### config.mk
export PLATFORM = sky130hd
export DESIGN_NAME = alu
export DESIGN_NICKNAME = d
export VERILOG_FILES = /design/src/rtl/alu.sv
export SDC_FILE = /design/constraint.sdc
export NUM_CORES = 1
export LEC_CHECK = 0
export CELL_PAD_IN_SITES_DETAIL_PLACEMENT = 0
export CELL_PAD_IN_SITES_GLOBAL_PLACEMENT = 1
export CORE_ASPECT_RATIO = 0.7
export CORE_MARGIN = 3
export CORE_UTILIZATION = 25
export CTS_CLUSTER_DIAMETER = 200
export DETAILED_ROUTE_END_ITERATION = 10
export HOLD_SLACK_MARGIN = 0.06
export PLACE_DENSITY = 0.61
export SYNTH_ARGS = -nofsm -noshare
export SYNTH_HDL_FRONTEND = slang
export SYNTH_SLANG_ARGS = --single-unit
### constraint.sdc
create_clock -name clk_i -period 4.7 [get_ports clk_i]
set_clock_uncertainty 0.2 [all_clocks]
set_input_delay 0.705 -clock clk_i [delete_from_list [all_inputs] [get_ports clk_i]]
set_output_delay 0.705 -clock clk_i [all_outputs]
set_load 0.01 [all_outputs]
### src/rtl/alu.sv
// RV32 integer ALU for the execute stage: zero-latency decode/compute of result and
// error, plus a registered copy of both for pipeline capture.
module alu #(
   parameter int XLEN = 32
) (
   input  logic            clk_i,
   input  logic            rst_ni,
   input  logic [XLEN-1:0] data1_i,
   input  logic [XLEN-1:0] data2_i,
   input  logic [6:0]      opcode_i,
   input  logic [2:0]      func3_i,
   input  logic [6:0]      func7_i,
   output logic [XLEN-1:0] result_o,
   output logic            error_o,
   output logic [XLEN-1:0] result_r_o,
   output logic            error_r_o
);

   localparam int          SHW     = $clog2(XLEN);
   localparam logic [6:0]  OPC_OP  = 7'b0110011;
   localparam logic [6:0]  OPC_IMM = 7'b0010011;
   localparam logic [6:0]  F7_ZERO = 7'b0000000;
   localparam logic [6:0]  F7_ALT  = 7'b0100000;

   logic signed [XLEN-1:0] data1_s;
   logic signed [XLEN-1:0] data2_s;
   logic [SHW-1:0]         shamt;
   logic                   is_op;
   logic                   is_imm;
   logic                   f7_zero;
   logic                   f7_alt;
   logic [XLEN-1:0]        result_d;
   logic                   error_d;
   logic [XLEN-1:0]        result_q;
   logic                   error_q;

   assign data1_s = data1_i;
   assign data2_s = data2_i;
   assign shamt   = data2_i[SHW-1:0];
   assign is_op   = (opcode_i == OPC_OP);
   assign is_imm  = (opcode_i == OPC_IMM);
   assign f7_zero = (func7_i == F7_ZERO);
   assign f7_alt  = (func7_i == F7_ALT);

   // ADD is the func7=0100000 encoding and SUB the func7=0 one in OP; OP-IMM always adds.
   always_comb begin
      result_d = '0;
      error_d  = 1'b1;
      if (is_op || is_imm) begin
         unique case (func3_i)
            3'b000: begin
               if (is_imm || f7_alt) begin
                  result_d = data1_i + data2_i;
                  error_d  = 1'b0;
               end else if (f7_zero) begin
                  result_d = data1_i - data2_i;
                  error_d  = 1'b0;
               end
            end
            3'b001: begin
               if (f7_zero) begin
                  result_d = data1_i << shamt;
                  error_d  = 1'b0;
               end
            end
            3'b010: begin
               if (is_imm || f7_zero) begin
                  result_d = {{(XLEN-1){1'b0}}, (data1_s < data2_s)};
                  error_d  = 1'b0;
               end
            end
            3'b011: begin
               if (is_imm || f7_zero) begin
                  result_d = {{(XLEN-1){1'b0}}, (data1_i < data2_i)};
                  error_d  = 1'b0;
               end
            end
            3'b100: begin
               if (is_imm || f7_zero) begin
                  result_d = data1_i ^ data2_i;
                  error_d  = 1'b0;
               end
            end
            3'b101: begin
               if (f7_zero) begin
                  result_d = data1_i >> shamt;
                  error_d  = 1'b0;
               end else if (f7_alt) begin
                  result_d = data1_s >>> shamt;
                  error_d  = 1'b0;
               end
            end
            3'b110: begin
               if (is_imm || f7_zero) begin
                  result_d = data1_i | data2_i;
                  error_d  = 1'b0;
               end
            end
            3'b111: begin
               if (is_imm || f7_zero) begin
                  result_d = data1_i & data2_i;
                  error_d  = 1'b0;
               end
            end
            default: begin
               result_d = '0;
               error_d  = 1'b1;
            end
         endcase
      end
   end

   assign result_o = result_d;
   assign error_o  = error_d;

   always_ff @(posedge clk_i or negedge rst_ni) begin
      if (!rst_ni) begin
         result_q <= '0;
         error_q  <= 1'b0;
      end else begin
         result_q <= result_d;
         error_q  <= error_d;
      end
   end

   assign result_r_o = result_q;
   assign error_r_o  = error_q;

endmodule

# Yosys cells after proc, flatten, opt, wreduce, memory -nomap -nowiden
# Index checks and enable logic that the tools add are counted.
# classes
n_addsub	2
magnitude_cmp	2
n_reduce_logical	6
n_shift	3
n_bitwise	3
n_eq_ne	10
muxes	19
# op_table
op	n
two-way mux 32 bit	9
one-hot mux 32 bit (8 select lines)	1
< comparator 32 bit	2
adder 32 bit	1
AND 32 bit	1
bitwise OR 32 bit	1
<< shifter 32 x 5 -> 32 bit	1
>> shifter 32 x 5 -> 32 bit	1
>>> shifter 32 x 5 -> 32 bit	1
subtractor 32 bit	1
bitwise XOR 32 bit	1
== test 7 x 6 -> 1 bit, second input constant	2
== test 3 bit, second input constant	4
two-way mux 1 bit	8
== test 7 x 5 -> 1 bit, second input constant	1
zero test 7 bit	1
== test 3 x 2 -> 1 bit, second input constant	2
OR reduction 5 bit	1
one-hot mux 1 bit (4 select lines)	1
== test 3 x 1 -> 1 bit, second input constant	1
zero test 3 bit	1
logical OR 1 bit	3
# word_totals
out_inout_bits	66
reg_bits	33
input_bits	83
elab_cells	47

# Logic depth before layout (Yosys ltp)
# Gate-level depths: netlist of the first run.
# logic_depth
ltp_word	5
mapped_depth	16
depth_no_buf	13

# Worst setup path after synthesis of the first run
# OpenSTA, ideal clock, no wires.
# synth_timing
kind	input -> output
startpoint	in data2_i[2]
endpoint	out result_o[26]
required_ps	3795
arrival_time_ps	4319
n_path_buf	4
path_slack_ps	-524
stages	16
path_cell_list	clkbuf_1 > inv_2 > buf_1 > clkbuf_1 > ha_1 > buf_4 > a21oi_1 > o21ai_1 > a21oi_1 > o31ai_1 > a311o_1 > a31oi_1 > o21ai_1 > xnor2_1 > nand2_1 > a221oi_1
# synth_between
elab_chain_len	5
elab_cells_between_ends	12
cone_classes	add/sub: 2; shift: 3; mux: 7
# synth_rtl
item	line_no	text
from (decl)	9	input logic [XLEN-1:0] data2_i,
subtractor 32 bit / >>> shifter 32 x 5 -> 32 bit (equally long branches)	56, 89	
two-way mux 32 bit (on tied branches)	55, 88	
two-way mux 32 bit (on tied branches)	52, 85	
one-hot mux 32 bit (8 select lines) *	50	unique case (func3_i)
two-way mux 32 bit *	49	if (is_op || is_imm) begin
to (decl)	13	output logic [XLEN-1:0] result_o,
# Every way passes the cells marked *; elsewhere a longest branch is shown, timed or not.

# Worst setup path in the final report of the first run
# layout_timing
startpoint	in data1_i[17]
endpoint	out result_o[30]
# layout_between
elab_chain_len	5
elab_cells_between_ends	12
cone_classes	add/sub: 2; shift: 3; mux: 7
# layout_rtl
item	line_no	text
from (decl)	8	input logic [XLEN-1:0] data1_i,
subtractor 32 bit / >>> shifter 32 x 5 -> 32 bit (equally long branches)	56, 89	
two-way mux 32 bit (on tied branches)	55, 88	
two-way mux 32 bit (on tied branches)	52, 85	
one-hot mux 32 bit (8 select lines) *	50	
two-way mux 32 bit *	49	
# Marks and branches as above.

==> results of run 1 <==
[repair_timing]
| item | 4_1_cts | 5_1_grt |
|---|---|---|
| pin swaps | 91 | 69 |
| cloned | 1 | 1 |
| setup buffers | 29 | 9 |
| setup endpoints to repair | 32 | 31 |
| resized for setup | 300 | 125 |
[synth_stat cells, drive strengths merged (8+ instances only)]
cell type  count  share of area [%]
o221ai        19                1.7
o21ai        168                8.8
nand2        123                4.9
a211o          9               0.83
nor2b          8               0.53
a221o         16                1.7
xnor2         10               0.92
nand3         24                1.3
buf           22                1.0
a211oi        35                2.9
o21bai        17                1.3
nor3          35                1.8
mux2i         66                6.9
a31oi         23                1.5
o31ai          8               0.63
a21o          16                1.3
ha            97                 13
dfrtp         33                8.7
a22oi         32                2.5
a21oi        132                6.9
a221oi        17                1.6
nor2         173                6.9
o211ai        26                2.1
nand2b        15               0.99
and3           8               0.53
inv           94                3.7
clkbuf        98                3.9
o22ai         14               0.99
[per-stage QoR]
step | total power, uW | TNS (ps) | instances | setup slack (ps) | util [%]
2_1_floorplan | 982.5 | 0 | 1444 | 1.651 | -
3_3_place_gp | 1747 | -23260 | 2391 | -1113 | 38.84
3_5_place_dp | 1748 | -23930 | 2391 | -1195 | 38.84
4_1_cts | 2313 | -150.2 | 2427 | -116.7 | 42.39
5_1_grt | 2553 | -458.4 | 2435 | -139.2 | 43.69
6_report | 2430 | -31.58 | 2435 | -31.58 | 43.69
[state kept, by name, summed over array words and instances, names as in the netlist]
register    cells
result_r_o     32
error_r_o       1
[power breakdown]
group	total [uW]	internal [uW]	switching [uW]
sequential	285	285	0.112
clock	389	265	125
combinational	1760	783	972
[layout make-up]
class | instances | area, um2
clock buffers | 7 | 142.6
flip-flops and latches | 33 | 825.8
well taps | 488 | 610.6
clock inverters | 1 | 30.03
inverters | 95 | 360.3
multi-input cells | 1196 | 9208
repair buffers | 615 | 5141
fillers | 3883 | 21040
[cells in the final DEF, fill, tap and decap left out, drive strengths merged, types with 18 or more instances in the layout]
cell type	n
nor3	35
nor2	173
o21ai	168
inv	94
o221ai	19
mux2i	66
ha	97
nand2	123
a211oi	35
dlygate4sd2	31
dfrtp	33
buf	481
a22oi	32
a21oi	132
clkbuf	18
clkdlybuf4s50	80
o211ai	26
nand3	24
a31oi	23
[kinds of logic (layout without fill, tap and decap cells)]
| logic type | Yosys count | in the layout | share of synthesized area, % |
|---|---|---|---|
| AO/OA/AOI/OAI | 589 | 589 | 40.33 |
| XOR/XNOR | 14 | 14 | 1.289 |
| adder cells (fa/ha/maj) | 99 | 99 | 13.18 |
| buffers and inverters | 215 | 718 | 8.615 |
| flip-flops | 33 | 33 | 8.681 |
| multiplexers | 77 | 77 | 8.957 |
| AND/OR/NAND/NOR | 417 | 417 | 18.95 |
[worst max-delay path by stage]
stage	from	end	slack (ps)	cells past startpoint
after floorplan	data2_i[1]	result_o[25]	2	15
after global placement	data1_i[0]	result_o[22]	-1110	14
final	data1_i[17]	result_o[30]	-30	14
after global routing	data1_i[17]	result_o[30]	-140	14
after CTS	data2_i[0]	result_o[30]	-120	16
after detailed placement	data1_i[0]	result_o[22]	-1200	14
[metal layers]
metal  vias to the layer above  share of wire (%)  track usage [%]
li1                       6324                  -                -
met1                      6589                 48            42.15
met2                       681                 40            38.85
met3                        58                9.9            5.328
met4                         6                1.7            4.859
met5                         -              0.062                0
==> results.cfg, run 1 <==
[detailed_routing]
firstDrtPassIters = 6
wl_mm = 57.74
vias = 13660
postRouteAntennaNets = 0
drc = 0
drt_iter0_markers = 1787
wl_per_cell_um = 23.71
vias_per_cell = 5.609

[sta]
hold_violations = 0
finalSetupViolations = 1
worst_pin_slew_ps = 927.6
maxSlewHeadroom_pct = 38.16
period_share_pct = 100.7
whs_ps = 304.9
max_freq_ghz = 0.2113
setup_slack_ps = -31.58
slew_viol_final = 0
rsz0062_at_grt = yes
period_minus_slack_ps = 4732

[outcome]
outcome = finished with violations
violations = negative setup slack

[die]
dieArea_mm2 = 0.04047
rows = 59
core_mm2 = 0.03735
start_util_pct = 25.47
die-height_um = 169.2
die_w_um = 239.2
num_io_pins = 149

[worst_setup_path]
critPathTopFamily = compound AO/OA/AOI/OAI gates
path_cells = clkdlybuf4s50_1 -> inv_1 -> ha_1 -> buf_4 -> a21oi_4 -> o21ai_1 -> a311o_1 -> buf_4 -> a311oi_2 -> o21bai_1 -> xnor2_1 -> a221oi_2 -> nor3_4 -> clkbuf_2
cp-end-kind = output port
required_ps = 3800
criticalPathCategory = input pin to output port
critPathBufInv = 5
arrival_ps = 3830
crit_top_cell = buf_4
slowest_stage = clkdlybuf4s50_1
worstSetupStartpointType = input pin
crit_path_max_fanout = 7
crit_path_max_incr_delay_ps = 480

[power]
cellLeakagePower_uw = 0.007293
power.density_mw_per_mm2 = 148.9
ir_drop_mv = 0.1037

[clock_network]
cts-root-buf = clkbuf_16
htreeDepth = 2
cts_tree = yes
cts_buffers = 5
ctsLongestPathBuffers = 2
clkSinkCount = 33
cts_hold_buf = 0
clk_pin_slew_ps = 50

[cells_and_area]
final_area_mm2 = 0.01632
final_nets = 2128
synthToLayoutAreaGrowth_pct = 71.54
num_antenna_cells = 0
drive_above_1_share_pct = 38.11

[worst_hold_path]
hold_class = input pin to asynchronous set/reset pin

[placement]
gp_routability_congestion = 1.039
placed_area_mm2 = 0.01451
numPortBuffers = 148
dpl.hpwl_mm = 45.71

[logic_synthesis]
ys_seq_area_share_pct = 8.681
syn-instance-count = 1444
async_flop_share_pct = 100.0
syn_nets = 1626
avgSynthCellArea_um2 = 6.588
syn_area_mm2 = 0.009513
yosys_warnings = 0
synth_edf_count = 0
ys_ff_latch = 33
synth_ff_type = dfrtp_1
ys_types = 74

[global_route]
grt_pass1_wl_mm = 83.89
grt_pass1_vias = 12970
grt_max_degree = 86
antenna_found_initial = 3
grtUsageTotal_pct = 27.23
grt-ovfl-total = 0

[run]
maxCapViolCount = 0
No activity file was read; power rests on OpenSTA's default activity.
==> inputs of run 2 (changes only) <==
--- a/config.mk
+++ b/config.mk
@@ -5,7 +5,7 @@
 export SDC_FILE = /design/constraint.sdc
 export NUM_CORES = 1
 export LEC_CHECK = 0
-export CELL_PAD_IN_SITES_DETAIL_PLACEMENT = 0
+export CELL_PAD_IN_SITES_DETAIL_PLACEMENT = 1
 export CELL_PAD_IN_SITES_GLOBAL_PLACEMENT = 1
 export CORE_ASPECT_RATIO = 0.7
 export CORE_MARGIN = 3
==> run 2 against run 1 <==
  * The run now ends clean
  * Critical path depth rose by 1
  * Fmax rose by 0.96%
  * Setup slack improved by 45 ps
  * Worst hold slack improved by 1.1 ps
  * Critical path type unchanged
  * Final cell count rose by 0.37%
  * Clock power barely moved
  * Via count rose by 3.5%
==> results.cfg, run 2 (synthesis results as in run 1) <==
[worst_setup_path]
criticalPathCategory = input pin to output port
required_ps = 3800
cp-end-kind = output port
crit_path_max_fanout = 7
arrival_ps = 3780
worstSetupStartpointType = input pin

[die]
die_w_um = 239.2
rows = 59
core_mm2 = 0.03735
start_util_pct = 25.47
num_io_pins = 149
die-height_um = 169.2
dieArea_mm2 = 0.04047

[cells_and_area]
synthToLayoutAreaGrowth_pct = 72.43
final_cell_mix = buf_4, nor2_1, o21ai_0, nand2_1, a21oi_1
drive_above_1_share_pct = 38.91
layout_commonest_cell = buf_4
final_area_mm2 = 0.01640
fill_cells = 4600
final_nets = 2137
instances_no_fill = 2444
largest_reg_flops = 32
num_antenna_cells = 0

[detailed_routing]
vias = 14140
drt_iter0_markers = 1576
wl_per_cell_um = 25.54
postRouteAntennaNets = 0
wl_mm = 62.43
firstDrtPassIters = 5
vias_per_cell = 5.786
drc = 0

[clock_network]
cts_buffers = 5
htreeDepth = 2
cts_hold_buf = 0
cts-root-buf = clkbuf_16
clk_pin_slew_ps = 50
cts_tree = yes
clkSinkCount = 33
ctsLongestPathBuffers = 2

[placement]
dpl.hpwl_mm = 48.75
numPortBuffers = 148
gp_routability_congestion = 1.039
dp_cells = 2391
placed_area_mm2 = 0.01451

[run]
maxCapViolCount = 0

[sta]
max_freq_ghz = 0.2134
worst_pin_slew_ps = 928.9
finalSetupViolations = 0
slew_viol_final = 0
period_share_pct = 99.71
hold_violations = 0
period_minus_slack_ps = 4687
maxSlewHeadroom_pct = 38.07
rsz0062_at_grt = yes

[global_route]
antenna_found_initial = 1
grtUsageTotal_pct = 29.18
grt_pass1_wl_mm = 90.70
grt_max_degree = 86
grt-ovfl-total = 0
grt_pass1_vias = 14170

[power]
ir_drop_mv = 0.09923
p_total_uw = 2476
power.density_mw_per_mm2 = 151.0
cellLeakagePower_uw = 0.007310

[outcome]
outcome = complete, no violations

[worst_hold_path]
hold_class = input pin to asynchronous set/reset pin
## run 2: worst paths after layout
path,from,to,slack (ps),depth (start not counted)
worst max-delay path,data2_i[17],result_o[26],10,15
worst min-delay path,rst_ni,result_r_o[4],310,1
max in group asynchronous,rst_ni,result_r_o[21],3490,1
min in group clk_i,func3_i[0],error_r_o,910,4
## run 2: report_power, final
part	total, uW	internal, uW	switching [uW]
registers	285	285	0.123
logic	1800	788	1010
clock network	391	265	126
## run 2: cell type report
type / instances / area [um2] / share of cell area, %
Clock buffer: 7 / 142.6 / 0.8696
Clock inverter: 1 / 30.03 / 0.1831
Inverter: 95 / 362.8 / 2.212
Multi-Input combinational cell: 1196 / 9261 / 56.46
Sequential cell: 33 / 825.8 / 5.034
Tap cell: 488 / 610.6 / 3.722
Timing Repair Buffer: 624 / 5170 / 31.52
## run 2: worst max-delay path, stage by stage
cell             delay [ps]
clkdlybuf4s50_1         480
inv_1                    70
ha_1                    310
buf_6                   160
a21oi_4                 170
o21ai_2                  90
a311o_1                 460
a31oi_4                 230
buf_6                   130
o21ai_2                  70
xnor2_1                 170
nand2_1                 100
a221oi_2                300
buf_4                   190
buf_2                   130
## run 2: metrics by stage
stage	TNS (ps)	hold slack, ps	util (%)	setup WS [ps]
after global routing	-470.4	380.6	43.91	-61.03
after detailed placement	-25140	640.0	38.84	-1220
after floorplan	0	209.4	-	1.651
after global placement	-23260	632.1	38.84	-1113
final	0	305.9	43.91	13.47
after CTS	-217.2	336.6	42.72	-92.57
## run 2: what timing repair did
| action | 4_1_cts | 5_1_grt |
|---|---|---|
| gates cloned | 1 | 1 |
| setup buffers | 38 | 10 |
| setup endpoints to repair | 32 | 30 |
| resized for setup | 319 | 123 |
| pin swaps | 78 | 69 |
## run 2: metal layers
metal	GRT usage [%]	vias to the layer above	wire length, um
li1	-	6326	-
met1	43.51	7051	29370
met2	43.63	683	26130
met3	5.474	79	5636
met4	5.753	2	1287
met5	0	-	8
==> inputs of run 3 (changes only) <==
--- a/config.mk
+++ b/config.mk
@@ -5,6 +5,7 @@
 export SDC_FILE = /design/constraint.sdc
 export NUM_CORES = 1
 export LEC_CHECK = 0
+export CAP_MARGIN = 20
 export CELL_PAD_IN_SITES_DETAIL_PLACEMENT = 1
 export CELL_PAD_IN_SITES_GLOBAL_PLACEMENT = 1
 export CORE_ASPECT_RATIO = 0.7
@@ -13,6 +14,7 @@
 export CTS_CLUSTER_DIAMETER = 200
 export DETAILED_ROUTE_END_ITERATION = 10
 export HOLD_SLACK_MARGIN = 0.06
+export MAX_ROUTING_LAYER = met4
 export PLACE_DENSITY = 0.61
 export SYNTH_ARGS = -nofsm -noshare
 export SYNTH_HDL_FRONTEND = slang
==> run 3 against run 2 <==
  * Flip-flop and latch count stayed put
  * Clock-buffer cell count unchanged
  * Global-route usage up 1.3 points
  * Critical endpoint is now result_o[31]
  * The flow now finishes with violations (negative setup slack)
  * Critical path depth did not move
  * Utilization increased by 0.79 points
  * Routed wire length increased by 0.29%
  * Worst hold slack gained 1.3 ps
  * Combinational power about the same
  * Fmax fell by 1.1%
==> results.cfg, run 3 (synthesis results as in run 1) <==
[sta]
period_share_pct = 100.8
finalSetupViolations = 2
worst_pin_slew_ps = 804.1
slew_viol_final = 0
tns_ps = -48.85
hold_violations = 0
setup_slack_ps = -38.43
maxSlewHeadroom_pct = 46.39
rsz0062_at_grt = yes
period_minus_slack_ps = 4738
max_freq_ghz = 0.2110

[power]
ir_drop_mv = 0.1236
cellLeakagePower_uw = 0.007492
power.density_mw_per_mm2 = 149.1

[outcome]
violations = negative setup slack
outcome = finished with violations

[worst_setup_path]
critPathBufInv = 4
criticalPathCategory = input pin to output port
critPathTopFamily = compound AO/OA/AOI/OAI gates
arrival_ps = 3830
crit_path_max_incr_delay_ps = 420
slowest_stage = a221o_1
crit_path_max_fanout = 4
required_ps = 3800
path_cells = dlygate4sd2_1 -> buf_4 -> ha_1 -> a21oi_2 -> o21ai_2 -> a221oi_4 -> o41ai_4 -> a221o_1 -> o41ai_4 -> buf_4 -> nor2_1 -> o311ai_1 -> o21ai_1 -> a21oi_2 -> buf_2
cp-end-kind = output port
worstSetupStartpointType = input pin

[placement]
dp_cells = 2429
numPortBuffers = 148
dpl.hpwl_mm = 50.08
gp_routability_congestion = 1.027
dp_slack_ps = -1164

[cells_and_area]
drive_above_1_share_pct = 39.95
instances_no_fill = 2474
largest_reg_flops = 32
synthToLayoutAreaGrowth_pct = 75.55
final_cell_mix = buf_4, nor2_1, o21ai_0, nand2_1, a21oi_1
multi_input_comb_area_mm2 = 0.009339
post-route-util_pct = 44.71
fill_cells = 4573
regArea_um2 = 825.8
layout_commonest_cell = buf_4
final_nets = 2166

[detailed_routing]
postRouteAntennaNets = 0
firstDrtPassIters = 5
vias = 14070
wl_mm = 62.61
drc = 0
drt_iter0_markers = 1285
vias_per_cell = 5.685
wl_per_cell_um = 25.31

[clock_network]
cts_tree = yes
htreeDepth = 2
ctsLongestPathBuffers = 2
clk_pin_slew_ps = 50
cts_buffers = 5
clkSinkCount = 33
cts-root-buf = clkbuf_16
cts_hold_buf = 0

[global_route]
grt_use_met2_pct = 45.17
grtUsageMet1_pct = 45.16
antenna_found_initial = 1
grt-ovfl-total = 0
grt_pass1_wl_mm = 91.84
grt_pass1_vias = 14210
grt.busiest_layer = met2
grtUsageTotal_pct = 30.52
grtUsageMet3_pct = 3.411
grt_max_degree = 86

[die]
start_util_pct = 25.47
die-height_um = 169.2
rows = 59
die_w_um = 239.2
core_mm2 = 0.03735
dieArea_mm2 = 0.04047
num_io_pins = 149

[worst_hold_path]
hold_class = input pin to asynchronous set/reset pin

[run]
maxCapViolCount = 0
## run 3: timing repair
action | 4_1_cts | 5_1_grt
gates cloned | 0 | 0
pin swaps | 71 | 51
gates resized for setup | 310 | 138
endpoints found under the setup margin | 32 | 31
buffers inserted | 25 | 14
## run 3: worst paths after layout
kind,slack [ps],end,cells past startpoint,start
setup / recovery,-40,result_o[31],15,data1_i[12]
hold / removal,310,result_r_o[2],1,rst_ni
max in group asynchronous,3500,result_r_o[20],1,rst_ni
min in group clk_i,850,result_r_o[1],4,data2_i[1]
## run 3: report_power, final
group	leakage (uW)	switching, uW	total (uW)	internal (uW)
logic	0.00695	1010	1820	807
clock network	0.0000841	120	385	265
registers	0.000456	0.124	285	285
total	0.00749	1130	2490	1360
## run 3: layout make-up
| class | count | share of cell area [%] |
|---|---|---|
| Multi-Input combinational cell | 1196 | 55.92 |
| Timing Repair Buffer | 653 | 32.22 |
| Sequential cell | 33 | 4.945 |
| Tap cell | 488 | 3.656 |
| Inverter | 95 | 2.210 |
| Clock buffer | 7 | 0.8541 |
| Clock inverter | 1 | 0.1798 |
| Antenna cell | 1 | 0.01498 |
## run 3: stage by stage
stage / total power (uW) / area, um2 / hold slack [ps]
final: 2490 / 16700 / 307.3
after global routing: 2623 / 16700 / 385.9
after CTS: 2366 / 16120 / 348.0
after detailed placement: 1810 / 14790 / 643.5
after global placement: 1783 / 14790 / 626.3
after floorplan: 982.5 / 9552 / 209.4
## run 3: metal layers
metal  up-vias  part of all wire [%]
li1       6393                     -
met1      6964                    48
met2       642                    42
met3        66                   7.8
met4         0                   1.8
met5         -                     0
